$ cat config.mk
export PLATFORM = sky130hd
export DESIGN_NAME = play_music
export DESIGN_NICKNAME = d
export VERILOG_FILES = /design/src/rtl/play_music.sv
export SDC_FILE = /design/constraint.sdc
export NUM_CORES = 1
export LEC_CHECK = 0
export ABC_CLOCK_PERIOD_IN_PS = 3520
export CORE_MARGIN = 2
export CORE_UTILIZATION = 50
export DETAILED_ROUTE_END_ITERATION = 8
export GPL_ROUTABILITY_DRIVEN = 1
export PLACE_DENSITY = 0.71
export REMOVE_ABC_BUFFERS = 1
export SYNTH_ARGS = -nofsm -noshare
export SYNTH_HDL_FRONTEND = slang
export SYNTH_SLANG_ARGS = --single-unit
$ cat constraint.sdc
create_clock -name clk -period 3.52 [get_ports clk]
set_clock_uncertainty 0.05 [all_clocks]
set_input_delay 1.056 -clock clk [delete_from_list [all_inputs] [get_ports clk]]
set_output_delay 1.056 -clock clk [all_outputs]
set_load 0.02 [all_outputs]
$ cat src/rtl/play_music.sv
// play_music: steps through song memory at a fixed beat rate, decoding each code into a one-hot note and an octave.
module play_music #(
  parameter int BEAT_CYCLES = 25_000_000,
  parameter int GAP_CYCLES  = 2_500_000,
  parameter int DEPTH       = 64,
  parameter int ADDR_W      = 6
) (
  input  logic              clk,
  input  logic              rst,
  input  logic              start,
  input  logic              stop,
  output logic              mem_rd,
  output logic [ADDR_W-1:0] mem_addr,
  input  logic [4:0]        mem_data,
  output logic [7:0]        note,
  output logic [1:0]        octave,
  output logic              busy,
  output logic              done
);
  localparam int CW = $clog2(BEAT_CYCLES);
  localparam logic [CW-1:0] HOLD_LEN = CW'(BEAT_CYCLES - GAP_CYCLES);
  localparam logic [CW-1:0] GAP_LEN = CW'(GAP_CYCLES);
  localparam logic [ADDR_W-1:0] LAST = ADDR_W'(DEPTH - 1);
  localparam logic [1:0] OCT_LO = 2'd0, OCT_MI = 2'd1, OCT_HI = 2'd2;
  localparam logic [2:0] IDLE = 3'd0, FETCH = 3'd1, WAIT = 3'd2, HOLD = 3'd3, GAP = 3'd4, FINISH = 3'd5;
  logic [2:0] state;
  logic [CW-1:0] cnt;
  logic lo, mi, hi;
  logic [4:0] idx;
  logic [7:0] dec_note;
  logic [1:0] dec_oct;
  assign lo = mem_data >= 5'd1 && mem_data <= 5'd7;
  assign mi = mem_data >= 5'd8 && mem_data <= 5'd14;
  assign hi = mem_data >= 5'd15 && mem_data <= 5'd21;
  assign idx = lo ? mem_data - 5'd1 : mi ? mem_data - 5'd8 : mem_data - 5'd15;
  // rests and unused codes 22..30 fall through to silence with the octave kept
  assign dec_note = (lo | mi | hi) ? 8'd1 << idx[2:0] : 8'd0;
  assign dec_oct = lo ? OCT_LO : mi ? OCT_MI : hi ? OCT_HI : octave;
  always_ff @(posedge clk) begin
    if (rst) begin
      state <= IDLE;
      cnt <= '0;
      note <= '0;
      octave <= OCT_MI;
      mem_rd <= 1'b0;
      mem_addr <= '0;
      busy <= 1'b0;
      done <= 1'b0;
    end else begin
      mem_rd <= 1'b0;
      done <= 1'b0;
      if (stop && state != IDLE) begin
        state <= IDLE;
        note <= '0;
        mem_addr <= '0;
        busy <= 1'b0;
      end else begin
        case (state)
          IDLE: if (start && !stop) begin
            state <= FETCH;
            mem_rd <= 1'b1;
            mem_addr <= '0;
            busy <= 1'b1;
          end
          FETCH: state <= WAIT;
          WAIT: if (mem_data == 5'd31) begin
            state <= FINISH;
            done <= 1'b1;
            mem_addr <= '0;
          end else begin
            state <= HOLD;
            note <= dec_note;
            octave <= dec_oct;
            cnt <= HOLD_LEN;
          end
          HOLD: if (cnt == CW'(1)) begin
            state <= GAP;
            note <= '0;
            cnt <= GAP_LEN;
          end else cnt <= cnt - CW'(1);
          GAP: if (cnt != CW'(1)) cnt <= cnt - CW'(1);
          else if (mem_addr == LAST) begin
            state <= FINISH;
            done <= 1'b1;
            mem_addr <= '0;
          end else begin
            state <= FETCH;
            mem_rd <= 1'b1;
            mem_addr <= mem_addr + 1'b1;
          end
          FINISH: begin
            state <= IDLE;
            busy <= 1'b0;
          end
          default: state <= IDLE;
        endcase
      end
    end
  end
endmodule

==> impl_metrics.csv <==
group,metric,value,unit
floorplanning,fp.coreArea,5470,um2
sta,period_share,0.910,
synth,yosys.area_share.simple,0.296,
global_route,grt_max_degree,20,
clock_tree,clk_pin_slew_worst_paths,0.08,ns
global_route,gr-total-overflow,0,
sta,worst_pin_slew,0.764,ns
drt,vias,2799,
placed_design,place_hpwl,5.29,mm
cells_and_area,fillers,527,
power_and_ir_drop,swShare,0.452,
cells_and_area,antennaDiodeCount,0,
floorplanning,io_pins,28,
clock_tree,cts_resized,0,
cells_and_area,multiInputGateArea,1740,um2
cells_and_area,regArea,941,um2
drt,dr.pass1.iters,5,
clock_tree,postCtsSetupBuffers,0,
critical_path,cp-end-kind,"flop",
synth,synthesis.instances,355,
clock_tree,cts_hold_buf,0,
floorplanning,start_util,0.511,
cells_and_area,nNetsFinal,401,
sta,slew_headroom,0.488,
cells_and_area,areaGrowthSynthToFinish,17.4,%
synth,synth_top_family_by_area,"simple AND/OR/NAND/NOR gates",
sta,maxSlewViolCount,0,
clock_tree,clockRootBuffer,"clkbuf_8",
drt,drt_iter0_drc,225,
power_and_ir_drop,power_density,733,nW/um2
clock_tree,cts_num_sinks,47,
critical_path,crit_arrival,3.35,ns
sta,max_clock_freq,0.312,GHz
cells_and_area,drive_gt1_frac,0.0881,
drt,drc,0,
critical_path,crit_type,"input pin to flop",
global_route,grt_pass1_wl,11.9,mm
floorplanning,die_h,78.8,um
sta,min_period,3.20,ns
placed_design,placedCellCount,450,
min_path,hp-class,"flop to flop",
clock_tree,clkLatencyLatePin,0.30,ns
synth,synth-seq-cells,47,
power_and_ir_drop,power.internal,1320,uW
synth,synth-edff-count,0,
global_route,grt_use_total,0.237,
sta,setup_tns,0,ns
sta,rsz0062_at_grt,"false",
outcome,status,"complete, no violations",
synth,ys.flop_type,"dfxtp_1",
clock_tree,cts_tree,"yes",
sta,setup_viol,0,
drt,wirelength,7.20,mm
synth,yosys.area_share.adder,0.0313,
synth,synthMuxAreaShare,0.00715,
synth,synth.avg_cell_area,7.88,um2
global_route,antenna_found_initial,0,
cells_and_area,layout.cells.non_filler,458,
power_and_ir_drop,netSwitchingPower,1090,uW
synth,synth_area_leaders,"dfxtp_1 34%, nor2_1 6.8%, a21oi_1 4.5%",
power_and_ir_drop,leakage,0.00125,uW
critical_path,crit_fanout,4,
synth,synth-xor-area-share,0.0438,
power_and_ir_drop,clock_power_share,0.150,
drt,routed_via_density,6.11,
clock_tree,h-tree-depth,2,
clock_tree,numCtsBuffers,5,
synth,synthArstFlopShare,0,
synth,ys_seq_area_frac,0.336,
placed_design,io_buffers,27,
synth,synth_compound_area_frac,0.244,
synth,yosys_warnings,0,
drt,ant_nets,0,
global_route,grt_pass1_vias,2449,
power_and_ir_drop,peakVddDrop,0.000425,V
synth,synth_top_area_frac,0.336,
placed_design,place_congestion,0.951,
power_and_ir_drop,power_frac_seq,0.309,
critical_path,critPathLaunchType,"input pin",
synth,synth_top_area_cell,"dfxtp_1",
power_and_ir_drop,comb_power_share,0.541,
drt,wl_per_cell,15.7,um
floorplanning,die_w,78.8,um
flow_run,drv_cap,0,
floorplanning,num_rows,27,
clock_tree,clockBufferDepth,2,
floorplanning,dieArea,6210,um2
sta,finalHoldViolCount,0,
synth,synth_cell_types,56,
critical_path,required,3.66,ns
synth,synth_area,2800,um2
[final timing paths]
| kind | startpoint | end | slack [ns] | depth (start not counted) |
|---|---|---|---|---|
| max | mem_data[1] | octave[0] | 0.32 | 8 |
| min reg2reg | note[7] | note[7] | 0.42 | 1 |
| min | note[7] | note[7] | 0.42 | 1 |
| max reg2reg | cnt[12] | cnt[8] | 0.72 | 6 |
[per-layer routing]
| metal | up-vias | part of all wire | track usage |
|---|---|---|---|
| li1 | 1383 | - | - |
| met1 | 1294 | 0.47 | 0.334 |
| met2 | 110 | 0.45 | 0.362 |
| met3 | 12 | 0.067 | 0.0443 |
| met4 | 0 | 0.020 | 0.0897 |
| met5 | - | 0 | 0 |
[Yosys cell counts (7+ instances only)]
| cell | number |
|---|---|
| a21oi_1 | 25 |
| nor2_1 | 51 |
| inv_1 | 10 |
| a32o_1 | 8 |
| dfxtp_1 | 47 |
| ha_1 | 7 |
| nor3_1 | 19 |
| xor2_1 | 12 |
| clkbuf_1 | 14 |
| nand2_1 | 18 |
| nor4_1 | 14 |
| nand3_1 | 10 |
| o21ai_0 | 19 |
[worst max-delay path: stages]
cell             delay [ns]
clkdlybuf4s50_1        0.50
inv_1                  0.09
ha_1                   0.20
nor4_1                 0.40
nor4_1                 0.16
o31ai_1                0.47
nor2_1                 0.16
a211o_1                0.32
[cells in the final DEF, fill, tap and decap left out, types with 7 or more instances in the layout]
cell,synthesis,routed
o21ai_0,19,19
dfxtp_1,47,47
nand2_1,18,18
a21oi_1,25,25
nand3_1,10,10
nor4_1,14,14
xor2_1,12,12
clkdlybuf4s50_1,0,27
nor2_1,51,51
nor3_1,19,19
clkbuf_8,0,7
ha_1,7,7
inv_1,10,10
buf_4,0,14
a32o_1,8,8
[power groups by stage]
stage                     Clock [uW]  Sequential [uW]  Combinational, uW
after global placement             0              750               1250
final                            362              745               1300
after CTS                        370              742               1280
after global routing             395              758               1440
after floorplan                    0              733                927
after detailed placement           0              753               1270
[layout make-up]
type | instances | share of cell area
multi-input combinational | 280 | 0.530
sequential | 47 | 0.286
timing repair buffer | 41 | 0.114
clock buffer | 8 | 0.0305
tap | 72 | 0.0274
inverter | 10 | 0.0114
[metrics by stage]
| step | util | instance area (um2) | worst slack (ns) | total power [uW] | hold slack, ns |
|---|---|---|---|---|---|
| 2_1_floorplan | - | 2720 | 0.658 | 1660 | 0.390 |
| 3_3_place_gp | 0.582 | 3190 | 0.105 | 2000 | 0.403 |
| 3_5_place_dp | 0.582 | 3190 | 0.0483 | 2020 | 0.403 |
| 4_1_cts | 0.600 | 3290 | 0.373 | 2390 | 0.423 |
| 5_1_grt | 0.600 | 3290 | 0.145 | 2600 | 0.434 |
| 6_report | 0.600 | 3290 | 0.316 | 2410 | 0.419 |
[logic make-up after synthesis]
family,Yosys count
adder cells (fa/ha/maj),7
AO/OA/AOI/OAI,101
multiplexers,2
flip-flops,47
AND/OR/NAND/NOR,156
XOR/XNOR,14
buffers and inverters,28
[sequential cells by signal, summed over array words and instances, names as in the netlist]
name / count
mem_addr: 6
cnt: 25
done: 1
note: 8
busy: 1
mem_rd: 1
octave: 2
state: 3
Note: power is estimated with default switching activity, not from simulation.
==> variant 1, RTL diff (config.mk and constraints unchanged) <==
Change the parameter `BEAT_CYCLES` from 25_000_000 to 100_000_000.
--- a/src/rtl/play_music.sv
+++ b/src/rtl/play_music.sv
@@ -1,5 +1,5 @@
 // play_music: steps through song memory at a fixed beat rate, decoding each code into a one-hot note and an octave.
 module play_music #(
-  parameter int BEAT_CYCLES = 25_000_000,
+  parameter int BEAT_CYCLES = 100_000_000,
   parameter int GAP_CYCLES  = 2_500_000,
   parameter int DEPTH       = 64,
Check against the original RTL: no difference found for any inputs over 10 cycles, from zero or initial values and one cycle with rst high; that may be too few to reach the edited logic, so the function may still have changed.
==> variant 1 against the unedited design <==
- worst hold slack improved by 0.0013 ns
- critical endpoint is now note[1]
- area after synthesis increased by 6.0%
- sequential cell count increased by 2
- critical path depth unchanged
- cell area increased by 6.3%
- worst setup slack got worse by 0.038 ns
- routed wire length increased by 6.3%
- critical path type unchanged
Power is not compared: it rests on default switching activity, and its combinational part moved more than twofold at a synthesized area within 25%.
==> variant 1: results (changes against the unedited design) <==
| Metric | Value |
|---|---|
| Status | finished clean |
| Critical-path top delay cell | or4b_2 |
| WL/cell | 15.6 µm (-0.88%) |
| Sw Pwr | 0.000536 W |
| WL final | 7650 µm (+6.3%) |
| Worst slack, placed | -0.0477 ns (-0.0961 ns) |
| H-tree Lvls | 2 (unchanged) |
| DP Area | 3410 µm² (+7.1%) |
| Ys async rst share | 0% (unchanged) |
| Top flop regs | cnt (27), note (8), mem_addr (6) |
| Synth Warn # | 0 (unchanged) |
| Worst vdd ir | 0.192 mV |
| WHS Endpoint | note[0] |
| CTS clk-pin slew, worst paths | 0.09 ns |
| Synth top area share | 33.1% (-0.55 points) |
| Avg Synthesized Cell Area | 7.87 µm² (-0.19%) |
| Post-DP HPWL | 5470 µm (+3.5%) |
| Initial antenna violation count | 0 (unchanged) |
| Worst EP arrival | 3.43 ns (+0.08 ns) |
| Root buf cell | clkbuf_8 |
| Number of distinct library cells after synthesis | 68 (+21%) |
| Clock buffer depth | 2 (unchanged) |
| Worst hold slack | 0.421 ns (+0.00130 ns) |
| Fraction of layout instances using a drive strength above 1 | 12.3% (+3.5 points) |
| Number of global-route vias before repair | 2652 (+8.3%) |
| Total negative setup slack | 0 ns (unchanged) |
| Leakage power | 1.29 nW |
| Later-pin clock latency in the skew report | 0.30 ns (about the same) |
| Iteration-0 DRC count of the detailed router | 342 (+52%) |
| R2r endpoint | cnt[24] |
| Reg-to-reg slack, setup | 0.75 ns (+0.03 ns) |
| Post-CTS setup buffer count | 0 (unchanged) |
| Max stage delay on crit path | 0.59 ns (+0.09 ns) |
| Hold wc startpoint | note[0] |
| Hold Crit Depth | 1 (unchanged) |
| Routability cong. | 0.893 (-6.1%) |
| Seq/Total Area, Yosys | 33.1% (-0.55 points) |
| Nets | 431 (+7.5%) |
| Tot GR Track Use | 24.5% (+0.75 points) |
| R2R Path Start | state[2] |
| Synth cell count leaders | dfxtp_1 (49), nor2_1 (39), a21oi_1 (37) |
| Largest net degree at the start of global routing | 20 (unchanged) |
| Worst Hold Class | reg -> reg |
| Synth top area cells | dfxtp_1 (33%), a21oi_1 (6.2%), nor2_1 (4.9%) |
| Dpl cells | 483 (+7.3%) |
| Worst Path Max Fanout | 4 (unchanged) |
| Buffers on Ports | 27 (unchanged) |
| Via Count | 3061 (+9.4%) |
| Layout fillers | 555 (+5.3%) |
| Tightest Pin Transition | 0.564 ns (-0.200 ns) |
| First-pass GRT wire length | 12800 µm (+7.4%) |
## variant 1: kinds of logic (layout without fill, tap and decap cells)
family | after synthesis | in the layout | synth area share (%)
and+or+nand+nor | 167 | 167 | 30.7
AOI/OAI and AO/OA | 118 | 118 | 26.8
DFF | 49 | 49 | 33.1
buffers and inverters | 30 | 69 | 4.47
adders and majority gates | 7 | 7 | 2.95
muxes | 4 | 4 | 1.39
xor gates and xnor gates | 2 | 2 | 0.591
## variant 1: power groups by stage
stage                     sequential (W)  combinational, W  clock, W
final                           0.000629          0.000505  0.000331
after floorplan                 0.000636          0.000346         0
after CTS                       0.000627          0.000496  0.000336
after detailed placement        0.000641          0.000493         0
after global routing            0.000635          0.000564  0.000354
after global placement          0.000639          0.000485         0
## variant 1: worst max-delay path by stage
stage          endpoint  cells past startpoint         from  slack, ns
3_5_place_dp    note[5]                      8  mem_data[0]      -0.05
6_report        note[1]                      8  mem_data[0]       0.28
4_1_cts         note[5]                      8  mem_data[0]       0.27
3_3_place_gp    note[1]                      8  mem_data[0]       0.05
5_1_grt         note[0]                      9  mem_data[1]       0.07
2_1_floorplan   cnt[14]                      7  mem_data[0]       0.59
## variant 1: worst max-delay path: cells and delay by family
family	cells	cell delay [ns]
buffers and inverters	1	0.53
AOI/OAI and AO/OA	2	0.51
and+or+nand+nor	4	1.12
adders and majority gates	1	0.21
## variant 1: layout make-up
class	instances	area, µm²	share of cell area, %
tap	75	93.8	2.69
clock buffer	8	80.1	2.29
timing repair buffer	50	443	12.7
multi-input combinational	298	1850	53.1
inverter	11	41.3	1.18
sequential	49	981	28.1
## variant 1: routing by layer
layer  up-vias  GRT usage (%)  part of all wire [%]
met3        16           3.33                   6.2
met2       136           38.8                    45
met5         -              0                     0
met4         0           7.29                   1.6
met1      1415           34.5                    47
li1       1494              -                     -
==> variant 2, RTL diff (same flow settings) <==
Made on the original files. Add an input register stage for `start`, `stop` and `mem_data`; this delays them by one clock.
--- a/src/rtl/play_music.sv
+++ b/src/rtl/play_music.sv
@@ -24,4 +24,15 @@
   localparam logic [1:0] OCT_LO = 2'd0, OCT_MI = 2'd1, OCT_HI = 2'd2;
   localparam logic [2:0] IDLE = 3'd0, FETCH = 3'd1, WAIT = 3'd2, HOLD = 3'd3, GAP = 3'd4, FINISH = 3'd5;
+
+  logic start_q;
+  logic stop_q;
+  logic [4:0] mem_data_q;
+
+  always_ff @(posedge clk) begin
+    start_q    <= start;
+    stop_q     <= stop;
+    mem_data_q <= mem_data;
+  end
+
   logic [2:0] state;
   logic [CW-1:0] cnt;
@@ -30,8 +41,8 @@
   logic [7:0] dec_note;
   logic [1:0] dec_oct;
-  assign lo = mem_data >= 5'd1 && mem_data <= 5'd7;
-  assign mi = mem_data >= 5'd8 && mem_data <= 5'd14;
-  assign hi = mem_data >= 5'd15 && mem_data <= 5'd21;
-  assign idx = lo ? mem_data - 5'd1 : mi ? mem_data - 5'd8 : mem_data - 5'd15;
+  assign lo = mem_data_q >= 5'd1 && mem_data_q <= 5'd7;
+  assign mi = mem_data_q >= 5'd8 && mem_data_q <= 5'd14;
+  assign hi = mem_data_q >= 5'd15 && mem_data_q <= 5'd21;
+  assign idx = lo ? mem_data_q - 5'd1 : mi ? mem_data_q - 5'd8 : mem_data_q - 5'd15;
   // rests and unused codes 22..30 fall through to silence with the octave kept
   assign dec_note = (lo | mi | hi) ? 8'd1 << idx[2:0] : 8'd0;
@@ -50,5 +61,5 @@
       mem_rd <= 1'b0;
       done <= 1'b0;
-      if (stop && state != IDLE) begin
+      if (stop_q && state != IDLE) begin
         state <= IDLE;
         note <= '0;
@@ -57,5 +68,5 @@
       end else begin
         case (state)
-          IDLE: if (start && !stop) begin
+          IDLE: if (start_q && !stop_q) begin
             state <= FETCH;
             mem_rd <= 1'b1;
@@ -64,5 +75,5 @@
           end
           FETCH: state <= WAIT;
-          WAIT: if (mem_data == 5'd31) begin
+          WAIT: if (mem_data_q == 5'd31) begin
             state <= FINISH;
             done <= 1'b1;
Function: changed (a bounded check fails within 4 cycles, from zero or initial values and one cycle with rst high).
==> variant 2 against the unedited design <==
- synthesized cell count down 2.5%
- worst hold slack lost 0.00062 ns
- routed wire length decreased by 10%
- sequential cell count up 7
- worst setup slack gained 0.56 ns
- global-route usage decreased by 2.0 points
- cell area shrank 0.34%
- area after synthesis increased by 2.1%
- non-clock buffer count down 10
- largest cell class unchanged
- critical endpoint is now cnt[22]
- sequential share of layout area increased by 4.4 points
Power is not compared: it rests on default switching activity, and its combinational part moved more than twofold at a synthesized area within 25%.
==> variant 2: results (changes against the unedited design) <==
| Metric | Value |
|---|---|
| Status | finished clean |
| Post-CTS setup buffer count | 0 (unchanged) |
| Power Density | 501 nW/µm² |
| Cells after Synth | 346 (-2.5%) |
| Via Count | 2591 (-7.4%) |
| Leakage power | 1.19 nW |
| Buffers on Ports | 27 (unchanged) |
| Crit Path Category | reg -> reg |
| DR pass1 iterations | 4 (-1) |
| Iteration-0 DRC count of the detailed router | 120 (-47%) |
| Seq/Total Area, Yosys | 37.8% (+4.2 points) |
| Ant. Diodes | 0 (unchanged) |
| CTS clk-pin slew, worst paths | 0.10 ns (+0.02 ns) |
| Xor-xnor portion of the synthesized cell area | 3.68% (-0.70 points) |
| Nets | 380 (-5.2%) |
| DP Area | 3170 µm² (-0.63%) |
| Net Sw Frac | 35.1% |
| Layout fillers | 506 (-4.0%) |
| Dpl cells | 429 (-4.7%) |
| Post_cts resized | 0 (unchanged) |
| Number of global-route vias before repair | 2359 (-3.7%) |
| WL final | 6450 µm (-10%) |
| WL/cell | 14.8 µm (-6.1%) |
| Ys async rst share | 0% (unchanged) |
| Tot GR Track Use | 21.7% (-2.0 points) |
| Complex-gate fraction of the synthesized area | 23.1% (-1.3 points) |
| First-pass GRT wire length | 11000 µm (-7.3%) |
| Initial antenna violation count | 0 (unchanged) |
| Largest net degree at the start of global routing | 19 (-5.0%) |
| Top flop regs | cnt (25), note (8), mem_addr (6) |
| Fraction of layout instances using a drive strength above 1 | 7.40% (-1.4 points) |
| Synth cell count leaders | dfxtp_1 (54), nor2_1 (48), a21oi_1 (30) |
| R2R Path Start | state[2] |
| Synth Area in Adders | 3.06% (-0.066 points) |
| Synth Warn # | 0 (unchanged) |
| Post-DP HPWL | 4650 µm (-12%) |
| Synth top area cells | dfxtp_1 (38%), nor2_1 (6.3%), a21oi_1 (5.3%) |
| Multiplexer area fraction after synthesis | 0% (-0.72 points) |
| Routability cong. | 0.873 (-8.2%) |
| Worst Path Max Fanout | 13 (+9) |
| Number of distinct library cells after synthesis | 60 (+7.1%) |
| Num CTS Buffers | 5 (unchanged) |
| Later-pin clock latency in the skew report | 0.31 ns |
| H-tree Lvls | 2 (unchanged) |
| Worst slack, placed | 0.916 ns (+0.867 ns) |
| Hold wc startpoint | octave[0] |
| Worst vdd ir | 0.343 mV |
| Worst EP arrival | 2.79 ns (-0.56 ns) |
| Worst slew margin | 43.2% (-5.6 points) |
## variant 2: changes by cell type after synthesis, moves of 4 or more
cell	change
o21ai_1	-5
nor3_1	-4
nand3_1	+7
o21ai_0	-6
a21oi_1	+5
dfxtp_1	+7
nand4_1	+5
nor4_1	-9
nand2b_1	+5
## variant 2: through the flow
step | utilization [%] | hold WS, ns
4_1_cts | 59.5 | 0.426
5_1_grt | 59.5 | 0.443
6_report | 59.5 | 0.419
2_1_floorplan | - | 0.394
3_3_place_gp | 57.5 | 0.399
3_5_place_dp | 57.5 | 0.406
## variant 2: kinds of logic (layout without fill, tap and decap cells)
group | count (synthesis) | in the layout
flip-flops | 54 | 54
adder cells (fa/ha/maj) | 7 | 7
AO/OA/AOI/OAI | 96 | 96
buffers and inverters | 27 | 46
XOR/XNOR | 12 | 12
AND/OR/NAND/NOR | 150 | 150
## variant 2: routing by layer
layer  GRT usage, %  wire length (µm)  vias to the layer above
met2           35.5              3040                       50
met5              0                 0                        -
met1           28.5              3060                     1222
met4           8.10                56                        0
li1               -                 -                     1315
met3           3.96               296                        4
## variant 2: final cells by class
type / instances / share of cell area, %
clock buffer: 5 / 2.10
clock inverter: 3 / 1.22
inverter: 7 / 0.802
multi-input combinational: 265 / 50.9
sequential: 54 / 33.0
tap: 72 / 2.75
timing repair buffer: 31 / 9.17
## variant 2: final timing paths
check / to / slack (ns) / cells after the start
setup / recovery: cnt[22] / 0.87 / 6
hold / removal: octave[0] / 0.42 / 2
setup reg to reg: cnt[22] / 0.87 / 6
hold reg to reg: octave[0] / 0.42 / 2
## variant 2: worst max-delay path, stage by stage, from the launching register on
cell and delay, ns:
dfxtp_1 0.51, nor3b_4 0.49, nor2_1 0.19, nor2_1 0.68, nand2_1 0.27, nor3_1 0.24, a211oi_1 0.09
## variant 2: power groups by stage
stage          logic (W)  registers (W)  clock network (W)
2_1_floorplan   0.000377       0.000722                  0
3_3_place_gp    0.000503       0.000728                  0
3_5_place_dp    0.000502       0.000728                  0
4_1_cts         0.000505       0.000714           0.000430
5_1_grt         0.000569       0.000724           0.000448
6_report        0.000511       0.000715           0.000414
